### config.mk
export PLATFORM = sky130hd
export DESIGN_NAME = pipe_mem_arbiter
export DESIGN_NICKNAME = d
export VERILOG_FILES = /design/src/rtl/pipe_mem_pkg.sv /design/src/rtl/mem_wait_timer.sv /design/src/rtl/pipe_mem_arbiter.sv
export SDC_FILE = /design/constraint.sdc
export NUM_CORES = 1
export LEC_CHECK = 0
export ABC_AREA = 1
export CORE_MARGIN = 3
export CORE_UTILIZATION = 40
export CTS_CLUSTER_DIAMETER = 80
export DETAILED_ROUTE_END_ITERATION = 8
export PLACE_DENSITY = 0.78
export SYNTH_ARGS = -nofsm -noshare
export SYNTH_HDL_FRONTEND = slang
export SYNTH_SLANG_ARGS = --single-unit
### constraint.sdc
create_clock -name clk -period 2.1 [get_ports clk]
set_input_delay 0.42 -clock clk [delete_from_list [all_inputs] [get_ports clk]]
set_output_delay 0.42 -clock clk [all_outputs]
set_load 0.02 [all_outputs]
### src/rtl/pipe_mem_pkg.sv
// Shared defaults, FSM encoding and a width helper for the pipeline memory arbiter.
package pipe_mem_pkg;

  localparam int ADDR_W_DEF      = 32;
  localparam int DATA_W_DEF      = 32;
  localparam int TIMEOUT_CYC_DEF = 255;

  typedef enum logic [1:0] {
    ST_IDLE  = 2'd0,
    ST_FETCH = 2'd1,
    ST_DATA  = 2'd2,
    ST_DONE  = 2'd3
  } arb_state_e;

  // Bits needed to hold a counter value in 0..max_val.
  function automatic int cnt_width(input int max_val);
    return (max_val < 2) ? 1 : $clog2(max_val + 1);
  endfunction

endpackage

### src/rtl/mem_wait_timer.sv
// Counts cycles spent waiting on mem_ready and raises a sticky timeout flag.
module mem_wait_timer
  import pipe_mem_pkg::*;
#(
  parameter int TIMEOUT_CYC = TIMEOUT_CYC_DEF
) (
  input  logic clk,
  input  logic rst,
  input  logic clear,
  input  logic wait_cyc,
  output logic timeout_err
);

  localparam int CNT_W = cnt_width(TIMEOUT_CYC);
  localparam logic [CNT_W-1:0] CNT_MAX = CNT_W'(TIMEOUT_CYC);

  logic [CNT_W-1:0] cnt_q, cnt_d;
  logic             err_q, err_d;

  // Counter saturates at the limit so a long stall never wraps back below it.
  always_comb begin
    cnt_d = cnt_q;
    if (clear) begin
      cnt_d = '0;
    end else if (wait_cyc && (cnt_q != CNT_MAX)) begin
      cnt_d = cnt_q + 1'b1;
    end
    err_d = err_q | (cnt_d == CNT_MAX);
  end

  always_ff @(posedge clk or negedge rst) begin
    if (!rst) begin
      cnt_q <= '0;
      err_q <= 1'b0;
    end else begin
      cnt_q <= cnt_d;
      err_q <= err_d;
    end
  end

  assign timeout_err = err_q;

endmodule

### src/rtl/pipe_mem_arbiter.sv
// Arbitrates a single-port memory between instruction fetch and the MEM stage,
// buffering one instruction and generating the pipeline stall controls.
module pipe_mem_arbiter
  import pipe_mem_pkg::*;
#(
  parameter int ADDR_W      = ADDR_W_DEF,
  parameter int DATA_W      = DATA_W_DEF,
  parameter int TIMEOUT_CYC = TIMEOUT_CYC_DEF
) (
  input  logic              clk,
  input  logic              rst,
  input  logic              if_req,
  input  logic [ADDR_W-1:0] if_addr,
  input  logic              if_flush,
  output logic [DATA_W-1:0] if_rdata,
  output logic              if_valid,
  input  logic              dm_read,
  input  logic              dm_write,
  input  logic [ADDR_W-1:0] dm_addr,
  input  logic [DATA_W-1:0] dm_wdata,
  output logic [DATA_W-1:0] dm_rdata,
  output logic              dm_valid,
  output logic              mem_req,
  output logic              mem_we,
  output logic [ADDR_W-1:0] mem_addr,
  output logic [DATA_W-1:0] mem_wdata,
  input  logic [DATA_W-1:0] mem_rdata,
  input  logic              mem_ready,
  output logic              pc_write,
  output logic              ifid_write,
  output logic              pipe_freeze,
  output logic              timeout_err
);

  arb_state_e        state_q, state_d;
  logic              mem_req_q, mem_req_d;
  logic              mem_we_q, mem_we_d;
  logic [ADDR_W-1:0] mem_addr_q, mem_addr_d;
  logic [DATA_W-1:0] mem_wdata_q, mem_wdata_d;
  logic [DATA_W-1:0] if_rdata_q, if_rdata_d;
  logic              if_valid_q, if_valid_d;
  logic [DATA_W-1:0] dm_rdata_q, dm_rdata_d;
  logic              dm_valid_q, dm_valid_d;
  logic              drop_q, drop_d;

  logic dm_req;
  logic consume;
  logic grant;
  logic waiting;

  assign dm_req      = dm_read | dm_write;
  assign pipe_freeze = dm_req & ~dm_valid_q;
  assign consume     = if_valid_q & ~pipe_freeze & ~if_flush;
  assign waiting     = ((state_q == ST_FETCH) || (state_q == ST_DATA)) & ~mem_ready;

  always_comb begin
    state_d     = state_q;
    mem_req_d   = mem_req_q;
    mem_we_d    = mem_we_q;
    mem_addr_d  = mem_addr_q;
    mem_wdata_d = mem_wdata_q;
    if_rdata_d  = if_rdata_q;
    if_valid_d  = if_valid_q;
    dm_rdata_d  = dm_rdata_q;
    dm_valid_d  = 1'b0;
    drop_d      = drop_q;
    grant       = 1'b0;

    if (consume || if_flush) begin
      if_valid_d = 1'b0;
    end

    unique case (state_q)
      ST_IDLE: begin
        if (dm_req) begin
          grant       = 1'b1;
          mem_req_d   = 1'b1;
          mem_we_d    = dm_write;
          mem_addr_d  = dm_addr;
          mem_wdata_d = dm_wdata;
          state_d     = ST_DATA;
        end else if (if_req && !if_valid_q && !if_flush) begin
          grant       = 1'b1;
          mem_req_d   = 1'b1;
          mem_we_d    = 1'b0;
          mem_addr_d  = if_addr;
          mem_wdata_d = '0;
          drop_d      = 1'b0;
          state_d     = ST_FETCH;
        end
      end
      ST_FETCH: begin
        if (mem_ready) begin
          mem_req_d = 1'b0;
          drop_d    = 1'b0;
          state_d   = ST_IDLE;
          // A redirect seen at any point of the fetch makes the word stale.
          if (!drop_q && !if_flush) begin
            if_rdata_d = mem_rdata;
            if_valid_d = 1'b1;
          end
        end else if (if_flush) begin
          drop_d = 1'b1;
        end
      end
      ST_DATA: begin
        if (mem_ready) begin
          mem_req_d  = 1'b0;
          mem_we_d   = 1'b0;
          dm_valid_d = 1'b1;
          state_d    = ST_DONE;
          if (!mem_we_q) begin
            dm_rdata_d = mem_rdata;
          end
        end
      end
      ST_DONE: begin
        state_d = ST_IDLE;
      end
      default: begin
        state_d = ST_IDLE;
      end
    endcase
  end

  always_ff @(posedge clk or negedge rst) begin
    if (!rst) begin
      state_q     <= ST_IDLE;
      mem_req_q   <= 1'b0;
      mem_we_q    <= 1'b0;
      mem_addr_q  <= '0;
      mem_wdata_q <= '0;
      if_rdata_q  <= '0;
      if_valid_q  <= 1'b0;
      dm_rdata_q  <= '0;
      dm_valid_q  <= 1'b0;
      drop_q      <= 1'b0;
    end else begin
      state_q     <= state_d;
      mem_req_q   <= mem_req_d;
      mem_we_q    <= mem_we_d;
      mem_addr_q  <= mem_addr_d;
      mem_wdata_q <= mem_wdata_d;
      if_rdata_q  <= if_rdata_d;
      if_valid_q  <= if_valid_d;
      dm_rdata_q  <= dm_rdata_d;
      dm_valid_q  <= dm_valid_d;
      drop_q      <= drop_d;
    end
  end

  mem_wait_timer #(
    .TIMEOUT_CYC(TIMEOUT_CYC)
  ) u_wait_timer (
    .clk        (clk),
    .rst        (rst),
    .clear      (grant),
    .wait_cyc   (waiting),
    .timeout_err(timeout_err)
  );

  assign mem_req    = mem_req_q;
  assign mem_we     = mem_we_q;
  assign mem_addr   = mem_addr_q;
  assign mem_wdata  = mem_wdata_q;
  assign if_rdata   = if_rdata_q;
  assign if_valid   = if_valid_q;
  assign dm_rdata   = dm_rdata_q;
  assign dm_valid   = dm_valid_q;
  assign pc_write   = consume;
  assign ifid_write = consume;

endmodule

==> run_results.csv <==
group,metric,value,unit
grt,grt_first_pass_wirelength,27.4,mm
min_path,worst_hold_path_type,"reg2reg",
detailed_routing,detail-route-antenna-nets,0,
setup_path,path_class,"in2out",
synth,synth_edf_count,0,
pwr,max-vdd-ir-drop,689,uV
setup_path,crit_required,1680,ps
setup_path,timing.critical_path.max_delay_family,"buffers and inverters",
setup_path,worst-path-stages,5,
timing,final.setup.tns,0,ps
cts,clkLatencyLatePin,420,ps
pwr,leakage,0.00437,uW
detailed_routing,drc,0,
setup_path,max_fo_critical_path,2,
setup_path,worstPathArrival,1610,ps
floorplanning,rows,43,
detailed_routing,detail_route.iter0.violations,277,
detailed_routing,drtPass1Iterations,4,
cts,cts-buffers-inserted,17,
cts,cts_tree,"built",
setup_path,path_cells,"clkdlybuf4s50_1 -> nor2_4 -> nor2_1 -> buf_4 -> clkdlybuf4s15_1",
grt,grt_use_total,21.1,%
setup_path,critPathBufInv,3,
synth,synth_top_area_cell,"dfrtp_1",
synth,synth_area_per_cell,9.37,um^2
floorplanning,starting_density_of_the_core,41.9,%
job,max-cap-violations,0,
placement,hpwl_after_detailed_placement,12.3,mm
timing,finalSetupViolCount,0,
timing,finalCritPeriodShare,96.9,%
timing,final_period_minus_worst_setup_slack,2030,ps
cts,htree_num_levels,4,
floorplanning,die_height,128,um
synth,synth.ff_latch_count,144,
floorplanning,coreArea,14200,um^2
min_path,timing.hold.worst_path_depth,2,
synth,ys_async_sr_fraction,100,%
cells_and_area,seqCellArea,3600,um^2
timing,count_of_endpoints_failing_hold_in_the_final_timing_report,0,
placement,numPortBuffers,270,
detailed_routing,drt-wirelength-per-cell,15.6,um
grt,first_global_vias,5308,
synth,ys.warnings.count,0,
cts,cts_root_buffer,"clkbuf_16",
timing,whs,471,ps
cells_and_area,layout.core_utilization,68.2,%
synth,synth.top_cells.by_count,"dfrtp_1 (144), nand2_1 (133), o21ai_0 (94), inv_1 (55), nor2_1 (55)",
synth,synth_cell_type_count,26,
synth,postSynthCellCount,635,
timing,fmax,491,MHz
floorplanning,die_area,16400,um^2
outcome,run_status,"finished, final reports clean",
setup_path,startpoint_type,"input port",
cts,cts_sinks,144,
placement,gp_congestion,0.822,
cells_and_area,filler_cell_count,1101,
cells_and_area,multiInputGateArea,1970,um^2
synth,mappedNetlistNets,774,
cells_and_area,area_growth,62.8,%
timing,setup_repair_after_global_routing_missed_its_margin,"no",
grt,antenna_violations_before_repair,0,
synth,synth-seq-area-share,60.5,%
grt,globalRouteOverflowTotal,0,
timing,worstMarginPinSlew,373,ps
detailed_routing,detailroute.via_count,5430,
timing,final.setup_skew,8.38,ps
synth,synth_top_area_share,60.5,%
timing,final-max-slew-violation-count,0,
cells_and_area,antenna_cells,0,
cts,total_setup_buffers_inserted_after_cts,0,
detailed_routing,detail_route.vias_per_cell,4.94,
floorplanning,die_width,128,um
synth,post_synth_main_area_contributors,"dfrtp_1 (61%), nand2_1 (8.4%), o21ai_0 (7.9%)",
detailed_routing,finalWirelength,17.2,mm
floorplanning,io_pins,271,
timing,slew_headroom,75.1,%
synth,synth-main-ff-cell,"dfrtp_1",
setup_path,cpMaxStageDelayCell,"clkdlybuf4s50_1",
cells_and_area,drive_gt1_share,7.50,%
setup_path,r2r.worst_path.cells,12,
cts,ctsLongestPathBuffers,2,
cells_and_area,nets,1046,
synth,synth.most_common_cell,"dfrtp_1",
cts,clk_pin_slew_worst_paths,60,ps
setup_path,worst_path_largest_cell_delay,520,ps
setup_path,critical_path.endpoint_type,"output port",
grt,largest_net_degree_at_the_start_of_global_routing,66,
synth,syn_area,5950,um^2
pwr,powerDensity,1610,nW/um^2
-- through the flow --
step	instances	instance area, um^2	power [uW]	setup WS, ps
floorplan	635	5950	8340	146
global placement	1067	8980	11900	-318
detailed placement	1067	8980	12000	-333
CTS	1100	9690	15700	-21.2
global route	1100	9690	16500	6.66
finish	1100	9690	15600	65.2
-- area by class of cell --
| cell class | count | share of cell area, % |
|---|---|---|
| inverters | 56 | 2.17 |
| clock buffers | 17 | 4.39 |
| well taps | 180 | 2.32 |
| flip-flops and latches | 144 | 37.2 |
| multi-input cells | 395 | 20.3 |
| repair buffers | 293 | 30.7 |
| clock inverters | 15 | 2.89 |
-- worst register-to-register path, stage by stage (launching register included) --
cell     delay, ps
dfrtp_1        350
inv_1           80
ha_1           310
inv_1           60
nor2_2         200
nand3_1        120
nand2_1         70
inv_1           30
nor2_1         150
nand3_1        100
nor2_1          90
nand2_1         50
nand2_1         50
-- metal layers --
layer / wire length [um] / track usage [%] / up-vias
li1: - / - / 2649
met1: 6790 / 25.3 / 2564
met2: 8720 / 36.2 / 201
met3: 1440 / 7.25 / 16
met4: 258 / 5.87 / 0
met5: 0 / 0 / -
-- kinds of logic after synthesis --
logic type / synth area share, %
compound gates: 17.4
fa+ha+maj: 0.841
xor+xnor: 0.147
buf+inv: 6.52
simple gates: 14.6
flops: 60.5
-- final timing paths --
kind                                                    startpoint                            endpoint  slack, ps
worst min-delay path            u_wait_timer.timeout_err$_DFF_PN0_  u_wait_timer.timeout_err$_DFF_PN0_        470
worst max register to register              state_q[0]$_DFFE_PN0P_  u_wait_timer.timeout_err$_DFF_PN0_        390
worst max-delay path                                      dm_write                         pipe_freeze         70
max in group asynchronous                                      rst            mem_wdata[3]$_DFFE_PN0P_        930
min in group asynchronous                                      rst             dm_rdata[3]$_DFFE_PN0P_        490
worst min register to register  u_wait_timer.timeout_err$_DFF_PN0_  u_wait_timer.timeout_err$_DFF_PN0_        470
-- where the power goes --
group | switching [uW] | internal, uW
Combinational | 3750 | 3430
Sequential | 717 | 4070
Clock | 1230 | 2370
-- cell usage in the layout, fill, tap and decap left out, drive strengths merged, types with 2 or more instances in the layout --
master / count
a21oi: 8
nand2: 136
nand4: 2
dfrtp: 144
clkinv: 3
nor2: 59
nand3: 16
inv: 60
a22o: 32
clkbuf: 19
o21ai: 99
nor3: 3
a31oi: 32
ha: 4
bufinv: 7
buf: 23
clkdlybuf4s50: 266
-- what timing repair did --
| action | 4_1_cts | 5_1_grt |
|---|---|---|
| hold buffers | 1 | 0 |
| gates resized for setup | 6 | 6 |
| endpoints found under the setup margin | 3 | 4 |
| pin swaps | 0 | 0 |
| endpoints found under the hold margin | 34 | 0 |
-- registers in the layout, indices dropped and copies added, names as in the netlist --
signal / cells
dm_rdata: 32
if_rdata: 32
mem_addr: 32
mem_wdata: 32
u_wait_timer.cnt_q: 8
state_q: 2
dm_valid: 1
drop_q: 1
if_valid: 1
mem_req: 1
mem_we: 1
u_wait_timer.timeout_err: 1
Note: power is estimated with default switching activity, not from simulation.
